### config.mk
export PLATFORM = sky130hd
export DESIGN_NAME = hazard_fwd_unit
export DESIGN_NICKNAME = d
export VERILOG_FILES = /design/src/rtl/hazard_pkg.sv /design/src/rtl/hazard_port_match.sv /design/src/rtl/hazard_fwd_unit.sv
export SDC_FILE = /design/constraint.sdc
export NUM_CORES = 1
export LEC_CHECK = 0
export ABC_AREA = 1
export CAP_MARGIN = 20
export CELL_PAD_IN_SITES_DETAIL_PLACEMENT = 2
export CELL_PAD_IN_SITES_GLOBAL_PLACEMENT = 2
export CORE_MARGIN = 2
export CORE_UTILIZATION = 24
export CTS_BUF_LIST = sky130_fd_sc_hd__clkbuf_8
export CTS_CLUSTER_SIZE = 12
export DETAILED_ROUTE_END_ITERATION = 7
export PLACE_DENSITY = 0.84
export RECOVER_POWER = 50
export SYNTH_ARGS = -nofsm -noshare
export SYNTH_HDL_FRONTEND = slang
export SYNTH_SLANG_ARGS = --single-unit
### constraint.sdc
create_clock -name clk -period 2.8 [get_ports clk]
set_clock_uncertainty 0.1 [all_clocks]
set_input_delay 0.28 -clock clk [delete_from_list [all_inputs] [get_ports clk]]
set_output_delay 0.28 -clock clk [all_outputs]
set_load 0.05 [all_outputs]
### src/rtl/hazard_pkg.sv
// -----------------------------------------------------------------------------
// hazard_pkg
// Shared encodings for the forwarding/hazard unit.
//   SEL_RF        : select value meaning "read the register file"
//   sel_stage(k)  : select value for forwarding stage k (k = 0 is EX)
//   sel_wbq(n)    : select value for the delayed write-back data, n = NUM_FWD
//   hz_state_e    : load-use stall FSM states
// Used by hazard_port_match and hazard_fwd_unit (optional macro there:
// HAZ_PERF_CNT_EN).
// -----------------------------------------------------------------------------
package hazard_pkg;

  localparam int SEL_RF = 0;

  // Counter width for the extra stall cycles; LOAD_LAT is limited to 1..7.
  localparam int CNT_W = 3;

  function automatic int sel_stage(input int k);
    return k + 1;
  endfunction

  function automatic int sel_wbq(input int num_fwd);
    return num_fwd + 1;
  endfunction

  typedef enum logic {
    IDLE  = 1'b0,
    STALL = 1'b1
  } hz_state_e;

endpackage

### src/rtl/hazard_port_match.sv
// -----------------------------------------------------------------------------
// hazard_port_match
// Combinational priority encoder for one decode read port. Compares the port's
// source register against every forwarding stage and against the registered
// copy of last cycle's retiring write-back destination.
// Ports:
//   rd_addr_i  / rd_en_i   : source register of this port and its read enable
//   fwd_addr_i / fwd_wr_i  : destination register and write flag of each stage
//   wbq_addr_i / wbq_wr_i  : destination/write flag retired by WB last cycle
//   sel_o                  : unregistered select (SEL_RF, stage k+1, or WBQ)
//   ex_hit_o               : the winning match is stage 0 (EX)
// -----------------------------------------------------------------------------
module hazard_port_match
  import hazard_pkg::*;
#(
  parameter int NUM_FWD = 2,
  parameter int REG_AW  = 5,
  parameter int SELW    = 2
) (
  input  logic [REG_AW-1:0]         rd_addr_i,
  input  logic                      rd_en_i,
  input  logic [NUM_FWD*REG_AW-1:0] fwd_addr_i,
  input  logic [NUM_FWD-1:0]        fwd_wr_i,
  input  logic [REG_AW-1:0]         wbq_addr_i,
  input  logic                      wbq_wr_i,
  output logic [SELW-1:0]           sel_o,
  output logic                      ex_hit_o
);

  // x0 is hard-wired zero and must never be forwarded.
  logic rd_live;
  assign rd_live = rd_en_i && (rd_addr_i != '0);

  always_comb begin
    sel_o = SELW'(SEL_RF);
    // Delayed WB data is the weakest source; any live stage overrides it.
    if (rd_live && wbq_wr_i && (wbq_addr_i == rd_addr_i)) begin
      sel_o = SELW'(sel_wbq(NUM_FWD));
    end
    // Walk oldest to youngest so the youngest matching stage is written last.
    for (int k = NUM_FWD - 1; k >= 0; k--) begin
      if (rd_live && fwd_wr_i[k] &&
          (fwd_addr_i[k*REG_AW +: REG_AW] == rd_addr_i)) begin
        sel_o = SELW'(sel_stage(k));
      end
    end
  end

  assign ex_hit_o = (sel_o == SELW'(sel_stage(0)));

endmodule

### src/rtl/hazard_fwd_unit.sv
// -----------------------------------------------------------------------------
// hazard_fwd_unit
// Forwarding and load-use hazard unit for the in-order pipelines.
// Ports:
//   clk, rstn      : clock, asynchronous active-low reset
//   flush          : synchronous pipeline flush (clears selects and FSM)
//   id_valid       : decode holds a valid instruction
//   rd_addr, rd_en : decode source registers (port p at [p*REG_AW +: REG_AW])
//   fwd_addr, fwd_wr : destination register / write flag per stage (0 = EX)
//   ex_is_load     : EX instruction is a load
//   wb_data        : write-back data of the oldest stage
//   fwd_sel        : registered select per port (SELW bits each)
//   wb_data_q      : wb_data delayed one cycle
//   stall          : hold PC/IF/ID and bubble EX
//   dbg_state_o    : current stall FSM state (0 = IDLE, 1 = STALL)
// Optional: HAZ_PERF_CNT_EN adds saturating counters stall_cnt (cycles with
// stall high) and ld_haz_cnt (load-use hazards accepted in IDLE).
//
// Handshake: there is no valid/ready pair here; stall is a same-cycle
// combinational request to upstream, and fwd_sel is valid the cycle after the
// addresses are presented (decode holds its addresses while stalled).
// -----------------------------------------------------------------------------
module hazard_fwd_unit
  import hazard_pkg::*;
#(
  parameter  int NUM_RD   = 2,
  parameter  int NUM_FWD  = 2,
  parameter  int REG_AW   = 5,
  parameter  int XLEN     = 32,
  parameter  int LOAD_LAT = 1,
  localparam int SELW     = $clog2(NUM_FWD + 2)
) (
  input  logic                      clk,
  input  logic                      rstn,
  input  logic                      flush,
  input  logic                      id_valid,
  input  logic [NUM_RD*REG_AW-1:0]  rd_addr,
  input  logic [NUM_RD-1:0]         rd_en,
  input  logic [NUM_FWD*REG_AW-1:0] fwd_addr,
  input  logic [NUM_FWD-1:0]        fwd_wr,
  input  logic                      ex_is_load,
  input  logic [XLEN-1:0]           wb_data,
  output logic [NUM_RD*SELW-1:0]    fwd_sel,
  output logic [XLEN-1:0]           wb_data_q,
  output logic                      stall,
  output logic                      dbg_state_o
`ifdef HAZ_PERF_CNT_EN
  ,
  output logic [31:0]               stall_cnt,
  output logic [31:0]               ld_haz_cnt
`endif
);

  // The IDLE cycle of the hazard is the first stall cycle, so STALL only
  // covers the remaining LOAD_LAT-1 cycles: load cnt with LOAD_LAT-2.
  localparam logic [CNT_W-1:0] CNT_INIT =
    (LOAD_LAT > 1) ? CNT_W'(LOAD_LAT - 2) : '0;

  hz_state_e                state_q, state_d;
  logic [CNT_W-1:0]         cnt_q, cnt_d;
  logic [NUM_RD*SELW-1:0]   sel_d;
  logic [NUM_RD*SELW-1:0]   fwd_sel_q;
  logic [NUM_RD-1:0]        ex_hit;
  logic [REG_AW-1:0]        wbq_addr_q;
  logic                     wbq_wr_q;
  logic                     ld_hit;
  logic                     stall_c;
  logic                     ld_acc;

  // ---------------------------------------------------------------------------
  // Per-port match
  // ---------------------------------------------------------------------------
  for (genvar p = 0; p < NUM_RD; p++) begin : g_port
    hazard_port_match #(
      .NUM_FWD (NUM_FWD),
      .REG_AW  (REG_AW),
      .SELW    (SELW)
    ) u_match (
      .rd_addr_i  (rd_addr[p*REG_AW +: REG_AW]),
      .rd_en_i    (rd_en[p]),
      .fwd_addr_i (fwd_addr),
      .fwd_wr_i   (fwd_wr),
      .wbq_addr_i (wbq_addr_q),
      .wbq_wr_i   (wbq_wr_q),
      .sel_o      (sel_d[p*SELW +: SELW]),
      .ex_hit_o   (ex_hit[p])
    );
  end

  assign ld_hit = id_valid & ex_is_load & (|ex_hit);

  // ---------------------------------------------------------------------------
  // Stall FSM
  // ---------------------------------------------------------------------------
  always_comb begin
    state_d = state_q;
    cnt_d   = cnt_q;
    stall_c = 1'b0;
    ld_acc  = 1'b0;
    if (flush) begin
      state_d = IDLE;
      cnt_d   = '0;
    end else begin
      case (state_q)
        IDLE: begin
          stall_c = ld_hit;
          ld_acc  = ld_hit;
          if (ld_hit && (LOAD_LAT > 1)) begin
            state_d = STALL;
            cnt_d   = CNT_INIT;
          end
        end
        STALL: begin
          stall_c = 1'b1;
          if (cnt_q == '0) begin
            state_d = IDLE;
          end else begin
            cnt_d = cnt_q - 1'b1;
          end
        end
        default: begin
          state_d = IDLE;
          cnt_d   = '0;
        end
      endcase
    end
  end

  // Gate with rstn so stall drops the moment reset asserts, even if the
  // current inputs would otherwise raise a load-use hit.
  assign stall       = rstn & stall_c;
  assign dbg_state_o = state_q;
  assign fwd_sel     = fwd_sel_q;

  always_ff @(posedge clk or negedge rstn) begin
    if (!rstn) begin
      state_q    <= IDLE;
      cnt_q      <= '0;
      fwd_sel_q  <= '0;
      wb_data_q  <= '0;
      wbq_addr_q <= '0;
      wbq_wr_q   <= 1'b0;
    end else begin
      state_q    <= state_d;
      cnt_q      <= cnt_d;
      fwd_sel_q  <= flush ? '0 : sel_d;
      wb_data_q  <= wb_data;
      wbq_addr_q <= fwd_addr[(NUM_FWD-1)*REG_AW +: REG_AW];
      wbq_wr_q   <= fwd_wr[NUM_FWD-1];
    end
  end

`ifdef HAZ_PERF_CNT_EN
  // ---------------------------------------------------------------------------
  // Performance counters: saturating, cleared only by rstn.
  // ---------------------------------------------------------------------------
  logic [31:0] stall_cnt_q;
  logic [31:0] ld_haz_cnt_q;

  always_ff @(posedge clk or negedge rstn) begin
    if (!rstn) begin
      stall_cnt_q  <= '0;
      ld_haz_cnt_q <= '0;
    end else begin
      if (stall && (stall_cnt_q != '1)) begin
        stall_cnt_q <= stall_cnt_q + 32'd1;
      end
      if (ld_acc && (ld_haz_cnt_q != '1)) begin
        ld_haz_cnt_q <= ld_haz_cnt_q + 32'd1;
      end
    end
  end

  assign stall_cnt  = stall_cnt_q;
  assign ld_haz_cnt = ld_haz_cnt_q;
`endif

endmodule

==> summary.md <==
| Metric | Value |
|---|---|
| CP max stage delay | `0.62 ns` |
| Via count | `1761` |
| CTS Root Cell | `clkbuf_8` |
| Final net count | `369` |
| DRC Markers | `0` |
| Most common cell in the netlist | `nand2_1` |
| Number of flops mapped to enable cells by yosys | `0` |
| Synth Flop Type | `dfrtp_1` |
| Synth area leaders | `dfrtp_1, nand2_1, inv_1` |
| Max FO, Critical Path | `5` |
| Post-synth ARST share | `100%` |
| Iteration-0 DRC Markers | `27` |
| Fin. Hold Viols | `0` |
| TritonCTS clock tree | `yes` |
| Synth top cells by count | `nand2_1, dfrtp_1, inv_1, a21oi_1, nor2_1` |
| Reg2Reg Launch Point | `wbq_addr_q[1]` |
| Port Buffers | `98` |
| Crit-path cells | `clkdlybuf4s50_1 -> inv_2 -> nand2_1 -> nand3_1 -> nor2_2 -> nand3_2 -> nand2_1 -> nand2_1 -> a21oi_2 -> buf_12` |
| Pin count of the biggest net entering global routing | `47` |
| Number of max-cap violations | `0` |
| Area growth syn-to-layout | `67.7%` |
| Routed WL | `7.19 mm` |
| Pwr Density | `between 500 and 600 mW/mm^2` |
| Post-CTS Resized | `0` |
| First-pass GRT wire length | `~11 mm` |
| Later-pin clock latency in the skew report | `slightly below 0.3 ns` |
| Power, Total | `1.63 mW` |
| Post-synthesis sequential area ratio | `61.8%` |
| Most common cell on crit path | `nand2_1` |
| FILL cells | `837` |
| Yosys top cell area share | `61.8%` |
| GP Congestion | `0.824` |
| Cell count after synthesis | `200` |
| Leakage | `1.42 nW` |
| Critical path type | `in -> out` |
| Drt first pass iters | `4` |
| Core ar. | `0.00761 mm^2` |
| Clock buffer depth | `2` |
| Hold_buf cts | `0` |
| Tmin final | `2.31 ns` |
| Clk slew on worst S/H paths | `0.08 ns` |
| # clock sinks | `46` |
| Total track usage | `17.0%` |
| Met3 usage | `2.79%` |
| Wirelength per Cell | `17.6 um` |
| CP required | `2.42 ns` |
| R2R depth | `8` |
| Initial Util | `24.5%` |
| Number of global-route vias before repair | `2018` |
| Non-Filler Instances | `409` |
| Worst Hold Class | `in -> async` |
| Tcrit/Tclk final | `between 80% and 90%` |
| HPWL Detailed | `5.90 mm` |
| GR Util met1 | `a little under a fifth` |
| Status | `finished clean` |
| RSZ-0062 raised after global routing | `false` |
| Worst vdd ir | `0.258 mV` |
| Area leader, netlist | `dfrtp_1` |
| Mapped Avg Cell Area | `9.32 um^2` |
| FP Rows | `32` |
| R2R setup slack | `around 1.3 ns` |
| Seq cells post-synth | `46` |
| Layout cells sized above 1 | `9.45%` |
| Die Span Y | `92.1 um` |
| Slew @ Worst Pin | `1.15 ns` |
| Antenna violations before repair | `0` |
| Die W | `92.1 um` |
| Synth unique cells | `18` |
| Critical path arrival | `1.93 ns` |
| GR Util met2 | `34.4%` |
| Total die area | `0.00848 mm^2` |
| H-tree depth | `2` |
| Post-DR vias/cell | `4.31` |
| Inserted Diodes | `0` |
| Final Setup Violations | `0` |
| Final TNS setup | `0 ns` |
| Mapped Nets | `263` |
| Remaining Overflow, GRT | `0` |
| R2r endpoint | `fwd_sel[1]` |
| I/O pin count | `99` |
| CP max stage cell | `clkdlybuf4s50_1` |
| Crit path capture type | `output pin` |
| Gr busiest metal | `met2` |
| Post-CTS Setup Repair Bufs | `0` |
| Max Freq | `0.434 GHz` |
| Antenna viol nets, final | `0` |
| CTS buffer count | `5` |
| Dpl cells | `401` |
| Final slew viol count | `0` |
| Post-synthesis instance area | `0.00186 mm^2` |
| Critical Path Source Type | `input pin` |
| Ys Warns | `0` |
| Relative slew margins | `between 20% and 30%` |
==> worst max path at each step <==
| stage | from | endpoint | slack (ns) | cells after the start |
|---|---|---|---|---|
| finish | rd_addr[5] | stall | 0.49 | 10 |
| global route | rd_addr[5] | stall | 0.39 | 10 |
| CTS | rd_addr[5] | stall | 0.45 | 10 |
| detailed placement | rd_addr[5] | stall | 0.51 | 10 |
| global placement | rd_addr[5] | stall | 0.52 | 10 |
| floorplan | fwd_wr[0] | stall | 1.17 | 8 |
==> cells by family after synthesis <==
| kind of cell | count (synthesis) | share of synthesized area (%) |
|---|---|---|
| simple gates | 86 | 19.7 |
| flops | 46 | 61.8 |
| buf+inv | 34 | 6.85 |
| compound gates | 28 | 8.39 |
| xor+xnor | 4 | 1.88 |
| fa+ha+maj | 2 | 1.34 |
==> report_power, final <==
part / total, mW / internal (mW) / switching (mW)
sequential: 0.703 / 0.692 / 0.0113
combinational: 0.326 / 0.130 / 0.196
clock: 0.602 / 0.381 / 0.222
==> flip-flops by register name, indices dropped and copies added (netlist names) <==
signal / count
wb_data_q: 32
wbq_addr_q: 5
fwd_sel: 4
cnt_q: 3
dbg_state_o: 1
wbq_wr_q: 1
==> critical path, delay by kind of cell <==
family | cells | cell delay (ns)
simple gates | 6 | 0.61
buf+inv | 3 | 0.87
compound gates | 1 | 0.17
==> layout make-up <==
class | instances | area (um^2) | share of cell area, %
Tap cell | 102 | 128 | 4.08
Clock buffer | 6 | 82.6 | 2.64
Clock inverter | 2 | 60.1 | 1.92
Inverter | 34 | 128 | 4.08
Sequential cell | 46 | 1150 | 36.8
Multi-Input combinational cell | 120 | 584 | 18.7
Timing Repair Buffer | 99 | 991 | 31.7
==> routing by layer <==
metal	share of wire, %	vias up
met5	0	-
met3	3.6	6
li1	-	829
met1	36	885
met2	59	41
met4	0.95	0
==> cell usage in the layout, fill, tap and decap left out, drive strengths merged <==
| master | instances |
|---|---|
| bufinv | 2 |
| buf | 2 |
| nand2 | 57 |
| xor2 | 2 |
| dfrtp | 46 |
| xnor2 | 2 |
| nor2 | 15 |
| dlygate4sd3 | 33 |
| clkbuf | 7 |
| nand4 | 2 |
| o211ai | 2 |
| nand3 | 12 |
| inv | 34 |
| clkdlybuf4s50 | 63 |
| o22ai | 3 |
| ha | 2 |
| a21oi | 15 |
| o21ai | 8 |
==> stage by stage <==
stage                     hold slack, ns  instance area (um^2)  util [%]  setup slack, ns
after CTS                         0.0136                  3130      41.1            0.451
after detailed placement           0.342                  2980      39.2            0.506
after global placement             0.325                  2980      39.2            0.521
after global routing               0.286                  3120      41.1            0.391
final                              0.215                  3120      41.1            0.493
after floorplan                   -0.116                  1860         -             1.17
(Power assumes the default switching activity.)
